===== config.mk =====
export PLATFORM = sky130hd
export DESIGN_NAME = arm_ctrl_pipe_unit
export DESIGN_NICKNAME = d
export VERILOG_FILES = /design/src/rtl/arm_ctrl_pkg.sv /design/src/rtl/arm_cond_check.sv /design/src/rtl/arm_ctrl_pipe_unit.sv
export SDC_FILE = /design/constraint.sdc
export NUM_CORES = 1
export LEC_CHECK = 0
export ABC_AREA = 1
export BUFFER_PORTS_ARGS = -buffer_cell sky130_fd_sc_hd__buf_2
export CAP_MARGIN = 25
export CORE_MARGIN = 3
export CORE_UTILIZATION = 50
export CTS_CLUSTER_SIZE = 40
export DETAILED_ROUTE_END_ITERATION = 12
export GPL_TIMING_DRIVEN = 0
export PLACE_DENSITY = 0.83
export SLEW_MARGIN = 15
export SYNTH_ARGS = -nofsm -noshare
export SYNTH_HDL_FRONTEND = slang
export SYNTH_SLANG_ARGS = --single-unit

===== constraint.sdc =====
create_clock -name clk -period 3.4 [get_ports clk]
set_input_delay 0.68 -clock clk [delete_from_list [all_inputs] [get_ports clk]]
set_output_delay 0.68 -clock clk [all_outputs]
set_load 0.1 [all_outputs]

===== src/rtl/arm_ctrl_pkg.sv =====
// Shared encodings for the ARM ID-stage control unit: modes, opcodes,
// ALU commands, condition codes and the memory-wait FSM states.
package arm_ctrl_pkg;

  localparam logic [1:0] MODE_DATA    = 2'b00;
  localparam logic [1:0] MODE_MEM     = 2'b01;
  localparam logic [1:0] MODE_BRANCH  = 2'b10;
  localparam logic [1:0] MODE_ILLEGAL = 2'b11;

  localparam logic [3:0] OP_AND = 4'b0000;
  localparam logic [3:0] OP_EOR = 4'b0001;
  localparam logic [3:0] OP_SUB = 4'b0010;
  localparam logic [3:0] OP_ADD = 4'b0100;
  localparam logic [3:0] OP_ADC = 4'b0101;
  localparam logic [3:0] OP_SBC = 4'b0110;
  localparam logic [3:0] OP_TST = 4'b1000;
  localparam logic [3:0] OP_CMP = 4'b1010;
  localparam logic [3:0] OP_ORR = 4'b1100;
  localparam logic [3:0] OP_MOV = 4'b1101;
  localparam logic [3:0] OP_MVN = 4'b1111;

  localparam logic [3:0] CMD_NOP = 4'b0000;
  localparam logic [3:0] CMD_MOV = 4'b0001;
  localparam logic [3:0] CMD_ADD = 4'b0010;
  localparam logic [3:0] CMD_ADC = 4'b0011;
  localparam logic [3:0] CMD_SUB = 4'b0100;
  localparam logic [3:0] CMD_SBC = 4'b0101;
  localparam logic [3:0] CMD_AND = 4'b0110;
  localparam logic [3:0] CMD_ORR = 4'b0111;
  localparam logic [3:0] CMD_EOR = 4'b1000;
  localparam logic [3:0] CMD_MVN = 4'b1001;

  localparam logic [3:0] COND_EQ = 4'b0000;
  localparam logic [3:0] COND_NE = 4'b0001;
  localparam logic [3:0] COND_CS = 4'b0010;
  localparam logic [3:0] COND_CC = 4'b0011;
  localparam logic [3:0] COND_MI = 4'b0100;
  localparam logic [3:0] COND_PL = 4'b0101;
  localparam logic [3:0] COND_VS = 4'b0110;
  localparam logic [3:0] COND_VC = 4'b0111;
  localparam logic [3:0] COND_HI = 4'b1000;
  localparam logic [3:0] COND_LS = 4'b1001;
  localparam logic [3:0] COND_GE = 4'b1010;
  localparam logic [3:0] COND_LT = 4'b1011;
  localparam logic [3:0] COND_GT = 4'b1100;
  localparam logic [3:0] COND_LE = 4'b1101;
  localparam logic [3:0] COND_AL = 4'b1110;
  localparam logic [3:0] COND_NV = 4'b1111;

  typedef enum logic {
    ST_IDLE = 1'b0,
    ST_WAIT = 1'b1
  } ctrl_state_e;

  // One decoded control word as it sits in the ID/EX register.
  typedef struct packed {
    logic [3:0] cmd;
    logic       mem_read;
    logic       mem_write;
    logic       wb;
    logic       b;
    logic       s;
    logic       illegal;
  } ctrl_word_t;

endpackage


===== src/rtl/arm_cond_check.sv =====
// ARM condition-field evaluation against the {N,Z,C,V} flags.
module arm_cond_check
  import arm_ctrl_pkg::*;
(
  input  logic [3:0] cond_i,
  input  logic [3:0] status_i,
  output logic       pass_o
);

  logic flag_n, flag_z, flag_c, flag_v;

  assign flag_n = status_i[3];
  assign flag_z = status_i[2];
  assign flag_c = status_i[1];
  assign flag_v = status_i[0];

  // Full condition table; 1111 is treated as never-execute.
  always_comb begin
    pass_o = 1'b0;
    case (cond_i)
      COND_EQ: pass_o = flag_z;
      COND_NE: pass_o = ~flag_z;
      COND_CS: pass_o = flag_c;
      COND_CC: pass_o = ~flag_c;
      COND_MI: pass_o = flag_n;
      COND_PL: pass_o = ~flag_n;
      COND_VS: pass_o = flag_v;
      COND_VC: pass_o = ~flag_v;
      COND_HI: pass_o = flag_c & ~flag_z;
      COND_LS: pass_o = ~flag_c | flag_z;
      COND_GE: pass_o = (flag_n == flag_v);
      COND_LT: pass_o = (flag_n != flag_v);
      COND_GT: pass_o = ~flag_z & (flag_n == flag_v);
      COND_LE: pass_o = flag_z | (flag_n != flag_v);
      COND_AL: pass_o = 1'b1;
      COND_NV: pass_o = 1'b0;
      default: pass_o = 1'b0;
    endcase
  end

endmodule


===== src/rtl/arm_ctrl_pipe_unit.sv =====
// ID-stage control: decode, condition gating, ID/EX control register,
// memory-wait FSM and saturating issued-instruction counter.
//
// state   | meaning
// --------+------------------------------------------------------------
// ST_IDLE | register free to load; stall_out follows hazard only
// ST_WAIT | memory op held for MEM_LAT cycles; stall_out forced high
module arm_ctrl_pipe_unit
  import arm_ctrl_pkg::*;
#(
  parameter int CMD_W   = 4,
  parameter int MEM_LAT = 1,
  parameter int COND_EN = 1,
  parameter int CNT_W   = 16
) (
  input  logic             clk,
  input  logic             rst,
  input  logic             valid_in,
  input  logic [1:0]       mode,
  input  logic [3:0]       op_code,
  input  logic             s_in,
  input  logic [3:0]       cond,
  input  logic [3:0]       status,
  input  logic             hazard,
  input  logic             flush,
  output logic [CMD_W-1:0] exe_cmd,
  output logic             mem_read_en,
  output logic             mem_write_en,
  output logic             wb_en,
  output logic             b,
  output logic             s,
  output logic             valid_out,
  output logic             illegal,
  output logic             stall_out,
  output logic [CNT_W-1:0] issue_cnt
);

  localparam int WCNT_W   = (MEM_LAT > 1) ? $clog2(MEM_LAT) : 1;
  localparam bit LAT_WAIT = (MEM_LAT > 1);

  ctrl_word_t        dec;
  ctrl_word_t        word_d, word_q;
  logic              valid_d, valid_q;
  logic              cond_pass, pass, live, load_en;
  ctrl_state_e       state_d, state_q;
  logic [WCNT_W-1:0] wcnt_d, wcnt_q;
  logic [CNT_W-1:0]  cnt_d, cnt_q;

  arm_cond_check u_cond (
    .cond_i   (cond),
    .status_i (status),
    .pass_o   (cond_pass)
  );

  assign pass      = (COND_EN != 0) ? cond_pass : 1'b1;
  assign live      = valid_in & pass;
  assign stall_out = hazard | (state_q == ST_WAIT);
  assign load_en   = ~flush & ~stall_out;

  // Decode mode/op_code/S into a control word; unknown encodings flag illegal.
  always_comb begin
    dec = '0;
    case (mode)
      MODE_DATA: begin
        dec.wb = 1'b1;
        dec.s  = s_in;
        case (op_code)
          OP_MOV: dec.cmd = CMD_MOV;
          OP_MVN: dec.cmd = CMD_MVN;
          OP_ADD: dec.cmd = CMD_ADD;
          OP_ADC: dec.cmd = CMD_ADC;
          OP_SUB: dec.cmd = CMD_SUB;
          OP_SBC: dec.cmd = CMD_SBC;
          OP_AND: dec.cmd = CMD_AND;
          OP_ORR: dec.cmd = CMD_ORR;
          OP_EOR: dec.cmd = CMD_EOR;
          OP_CMP: begin
            dec.cmd = CMD_SUB;
            dec.wb  = 1'b0;
            dec.s   = 1'b1;
          end
          OP_TST: begin
            dec.cmd = CMD_AND;
            dec.wb  = 1'b0;
            dec.s   = 1'b1;
          end
          default: begin
            dec         = '0;
            dec.illegal = 1'b1;
          end
        endcase
      end
      MODE_MEM: begin
        dec.cmd       = CMD_ADD;
        dec.mem_read  = s_in;
        dec.wb        = s_in;
        dec.mem_write = ~s_in;
      end
      MODE_BRANCH: dec.b = 1'b1;
      default:     dec.illegal = 1'b1;
    endcase
  end

  // Failing condition or empty slot becomes a bubble.
  always_comb begin
    word_d  = '0;
    valid_d = 1'b0;
    if (live) begin
      word_d  = dec;
      valid_d = 1'b1;
    end
  end

  // ID/EX control register: reset > flush > stall hold > load.
  always_ff @(posedge clk) begin
    if (rst) begin
      word_q  <= '0;
      valid_q <= 1'b0;
    end else if (flush) begin
      word_q  <= '0;
      valid_q <= 1'b0;
    end else if (!stall_out) begin
      word_q  <= word_d;
      valid_q <= valid_d;
    end
  end

  // Memory-wait next state; flush aborts a wait in progress.
  always_comb begin
    state_d = state_q;
    wcnt_d  = wcnt_q;
    if (flush) begin
      state_d = ST_IDLE;
      wcnt_d  = '0;
    end else begin
      case (state_q)
        ST_IDLE: begin
          if (LAT_WAIT && load_en && live && (dec.mem_read | dec.mem_write)) begin
            state_d = ST_WAIT;
            wcnt_d  = WCNT_W'(MEM_LAT - 1);
          end
        end
        ST_WAIT: begin
          wcnt_d = wcnt_q - WCNT_W'(1);
          if (wcnt_q == WCNT_W'(1)) state_d = ST_IDLE;
        end
        default: begin
          state_d = ST_IDLE;
          wcnt_d  = '0;
        end
      endcase
    end
  end

  // FSM state and wait counter registers.
  always_ff @(posedge clk) begin
    if (rst) begin
      state_q <= ST_IDLE;
      wcnt_q  <= '0;
    end else begin
      state_q <= state_d;
      wcnt_q  <= wcnt_d;
    end
  end

  // Count live, legal loads; sticks at all-ones.
  always_comb begin
    cnt_d = cnt_q;
    if (load_en && live && !dec.illegal && (cnt_q != '1)) cnt_d = cnt_q + CNT_W'(1);
  end

  // Issued-instruction counter register.
  always_ff @(posedge clk) begin
    if (rst) cnt_q <= '0;
    else     cnt_q <= cnt_d;
  end

  assign exe_cmd      = CMD_W'(word_q.cmd);
  assign mem_read_en  = word_q.mem_read;
  assign mem_write_en = word_q.mem_write;
  assign wb_en        = word_q.wb;
  assign b            = word_q.b;
  assign s            = word_q.s;
  assign illegal      = word_q.illegal;
  assign valid_out    = valid_q;
  assign issue_cnt    = cnt_q;

endmodule


==> impl_results.md <==
* Post-synthesis sequential area ratio at 29.9%
* Die W at between 60 and 70 um
* First-pass detailed-route iteration total at 4
* GR Overflow Total at 0
* Final Hold Viols at 0
* Routed WL per cell at 11.7 um
* Int Pwr at 0.000540 W
* Worst endpoint required time at 2.72 ns
* Peak supply drop at ~0.18 mV
* HP Class: register to register
* DP Worst Slack at between 0.9 and 1 ns
* WS Path Type: input pin to output port
* Most frequent cells in the layout: nand2_1, buf_2, inv_1, dfxtp_1, nand3_1
* Reg clk slew, reported paths at 0.06 ns
* Cell Rows at 22
* Setup Viol. Count Final at 0
* CTS tree: done
* Max FO, Critical Path at 10
* Final wirelength at 4.51 mm
* Pwr/cell area at 326 nW/um2
* Synthesized net count at 307
* Number of global-route vias before repair at ~1800
* Max cap viols at 0
* Post-synth top area share at ~30%
* Top cells by area, synth: dfxtp_1, nand2_1, nand4_1
* PostCTS Resize Cnt at 0
* Number of routed nets with antenna violations at 0
* Register area at just under 600 um2
* CP arrival at 1.71 ns
* Status: finished clean
* Area growth from synthesis to layout at 19.4%
* Root Driver: clkbuf_8
* #FFs+latches synth at 29
* Logic pwr share at 16.9%
* Routability congestion estimate at 0.892
* Total clock sinks at 29
* CP dominant cell by count: buf_2
* Largest net degree at the start of global routing at 11
* # diodes at 0
* Setup ws final at 1.01 ns
* Share of layout cells above drive strength 1 at 25.3%
* Startpoint Class: input pin
* Via count at ~2000
* Drt drc at 0
* Sequential share of power at 45.3%
* Nets at 360
* Leakage at 1.03 nW
* Highest clock rate at 418 MHz
* Hold_buf cts at 0
* Number of library cell types mapped by synthesis at 34
* Worst-Skew Late Latency at 0.28 ns
* Final Critical Period at 2.39 ns
* Worst path bufs/invs at 4
* Drt via density at 5.21
* Area of the multi-input gates at 1170 um2
* Total setup buffers inserted after CTS at 0
* Max H-tree Level at 2
* Crit-path cells: buf_2, nor2_1, inv_1, clkbuf_1, buf_2
* Max-slew violations at 0
* Slew HR at 54.1%
* Cell taking the most area after synthesis: dfxtp_1
* Detailed placer's ending HPWL at 3.55 mm
* Mapped Area at 1940 um2
* Yosys Warn Count at 0
* # fillers at 374
* Unrepaired setup endpoints after global routing: false
* Fin area at 2320 um2
* Clock Skews at 0.00472 ns
* Most common cell after layout, fill and taps aside: nand2_1
* Slowest stage delay, CP at between 0.5 and 0.6 ns
* Core area at 3720 um2
* Crit. End Element: output port
* Initial DRC count at 91
* Power share of the clock group at between 30% and 40%
* Net Sw Frac at 28.5%
* Num CTS Buffers at 5
* Mapped Cells at 283
* Antenna violations before repair at 0
* Initial Util at 52.3%
* Worst slew pin tran at 0.688 ns
* Port Buffers at 46
* I/O pins at 48
* Sw power at 0.000215 W
* Top delay family on crit path: buffers and inverters
* Fin crit share at 70.3%
* Dpl cell area at 2230 um2
* Die area at between 4000 and 5000 um2
* First-pass GRT wire length at between 7 and 8 mm
* Chip Height at 68.3 um
* Setup TNS at 0 ns
* CTS max path bufs at 2
* Syn avg cell area at 6.87 um2
* GRT Util Overall at 20.8%
* Crit-path slowest cell: buf_2
## sequential cells by signal, summed over array words and instances, names as in the netlist
name and cells:
exe_cmd 4, valid_out 1, state_q 1, s 1
mem_read_en 1, b 1, issue_cnt 16, mem_write_en 1
wcnt_q 1, illegal 1, wb_en 1
## worst min-delay path: stages (launching register included)
cell     delay (ns)
dfxtp_1        0.31
nand2_1        0.06
a21oi_1        0.05
## synthesized netlist by cell type
library cell  count
or2_1             1
o21ai_0           3
nand4_1          21
xor2_1            9
buf_2             2
nor3_4            1
dfxtp_1          29
a21oi_2          10
clkbuf_1          4
nor2_1           21
o21a_1            1
o31ai_1           1
inv_2             1
nand3_4           1
nand2_4           1
a31oi_1           1
a21oi_4           1
nand3_2           1
a21oi_1          19
o211ai_1          2
a32oi_1           1
nand2_1          68
buf_12            1
buf_6             1
nand3_1          22
nor2_2            1
xnor2_1           5
nand2_2           9
inv_1            32
nor3_1            5
o21ai_1           1
buf_4             2
ha_1              4
or2_2             1
## final cells by class
cell class,count,share of cell area [%]
Buffer,10,3.07
Multi-Input combinational cell,211,50.3
Tap cell,48,2.59
Sequential cell,29,25.0
Timing Repair Buffer,46,9.92
Inverter,33,5.34
Clock buffer,7,3.72
## worst paths after layout
| path | startpoint | cells past startpoint | slack (ns) | to |
|---|---|---|---|---|
| max | hazard | 5 | 1.01 | stall_out |
| min | wcnt_q | 2 | 0.46 | wcnt_q |
| max reg2reg | issue_cnt[0] | 10 | 1.38 | issue_cnt[7] |
| min reg2reg | wcnt_q | 2 | 0.46 | wcnt_q |
## power by group through the flow
| stage | logic [W] | registers (W) | clock network, W |
|---|---|---|---|
| 3_3_place_gp | 0.000126 | 0.000350 | 0 |
| 2_1_floorplan | 0.0000828 | 0.000359 | 0 |
| 6_report | 0.000127 | 0.000342 | 0.000286 |
| 3_5_place_dp | 0.000128 | 0.000350 | 0 |
| 4_1_cts | 0.000128 | 0.000342 | 0.000291 |
| 5_1_grt | 0.000142 | 0.000342 | 0.000304 |
## routing by layer
layer  vias to the layer above  global-route usage [%]  part of all wire [%]
met5                         -                       0                     0
met4                         0                    10.4                   2.5
met3                        13                    4.43                   6.1
met2                        64                    33.2                    49
met1                       880                    26.1                    43
li1                       1045                       -                     -
## logic make-up after synthesis
group,Yosys count,share of synthesized area [%]
AOI/OAI and AO/OA,40,13.6
and+or+nand+nor,153,37.6
DFF,29,29.9
xor gates and xnor gates,14,6.31
buffers and inverters,43,10.0
adders and majority gates,4,2.58
## per-stage QoR
stage	utilization (%)	hold WS (ns)	power, W	cells
2_1_floorplan	-	0.437	0.000442	283
3_3_place_gp	60.1	0.447	0.000476	377
3_5_place_dp	60.1	0.452	0.000478	377
4_1_cts	62.4	0.461	0.000762	384
5_1_grt	62.4	0.485	0.000788	384
6_report	62.4	0.461	0.000755	384
Power figures use the tool's default switching activity.
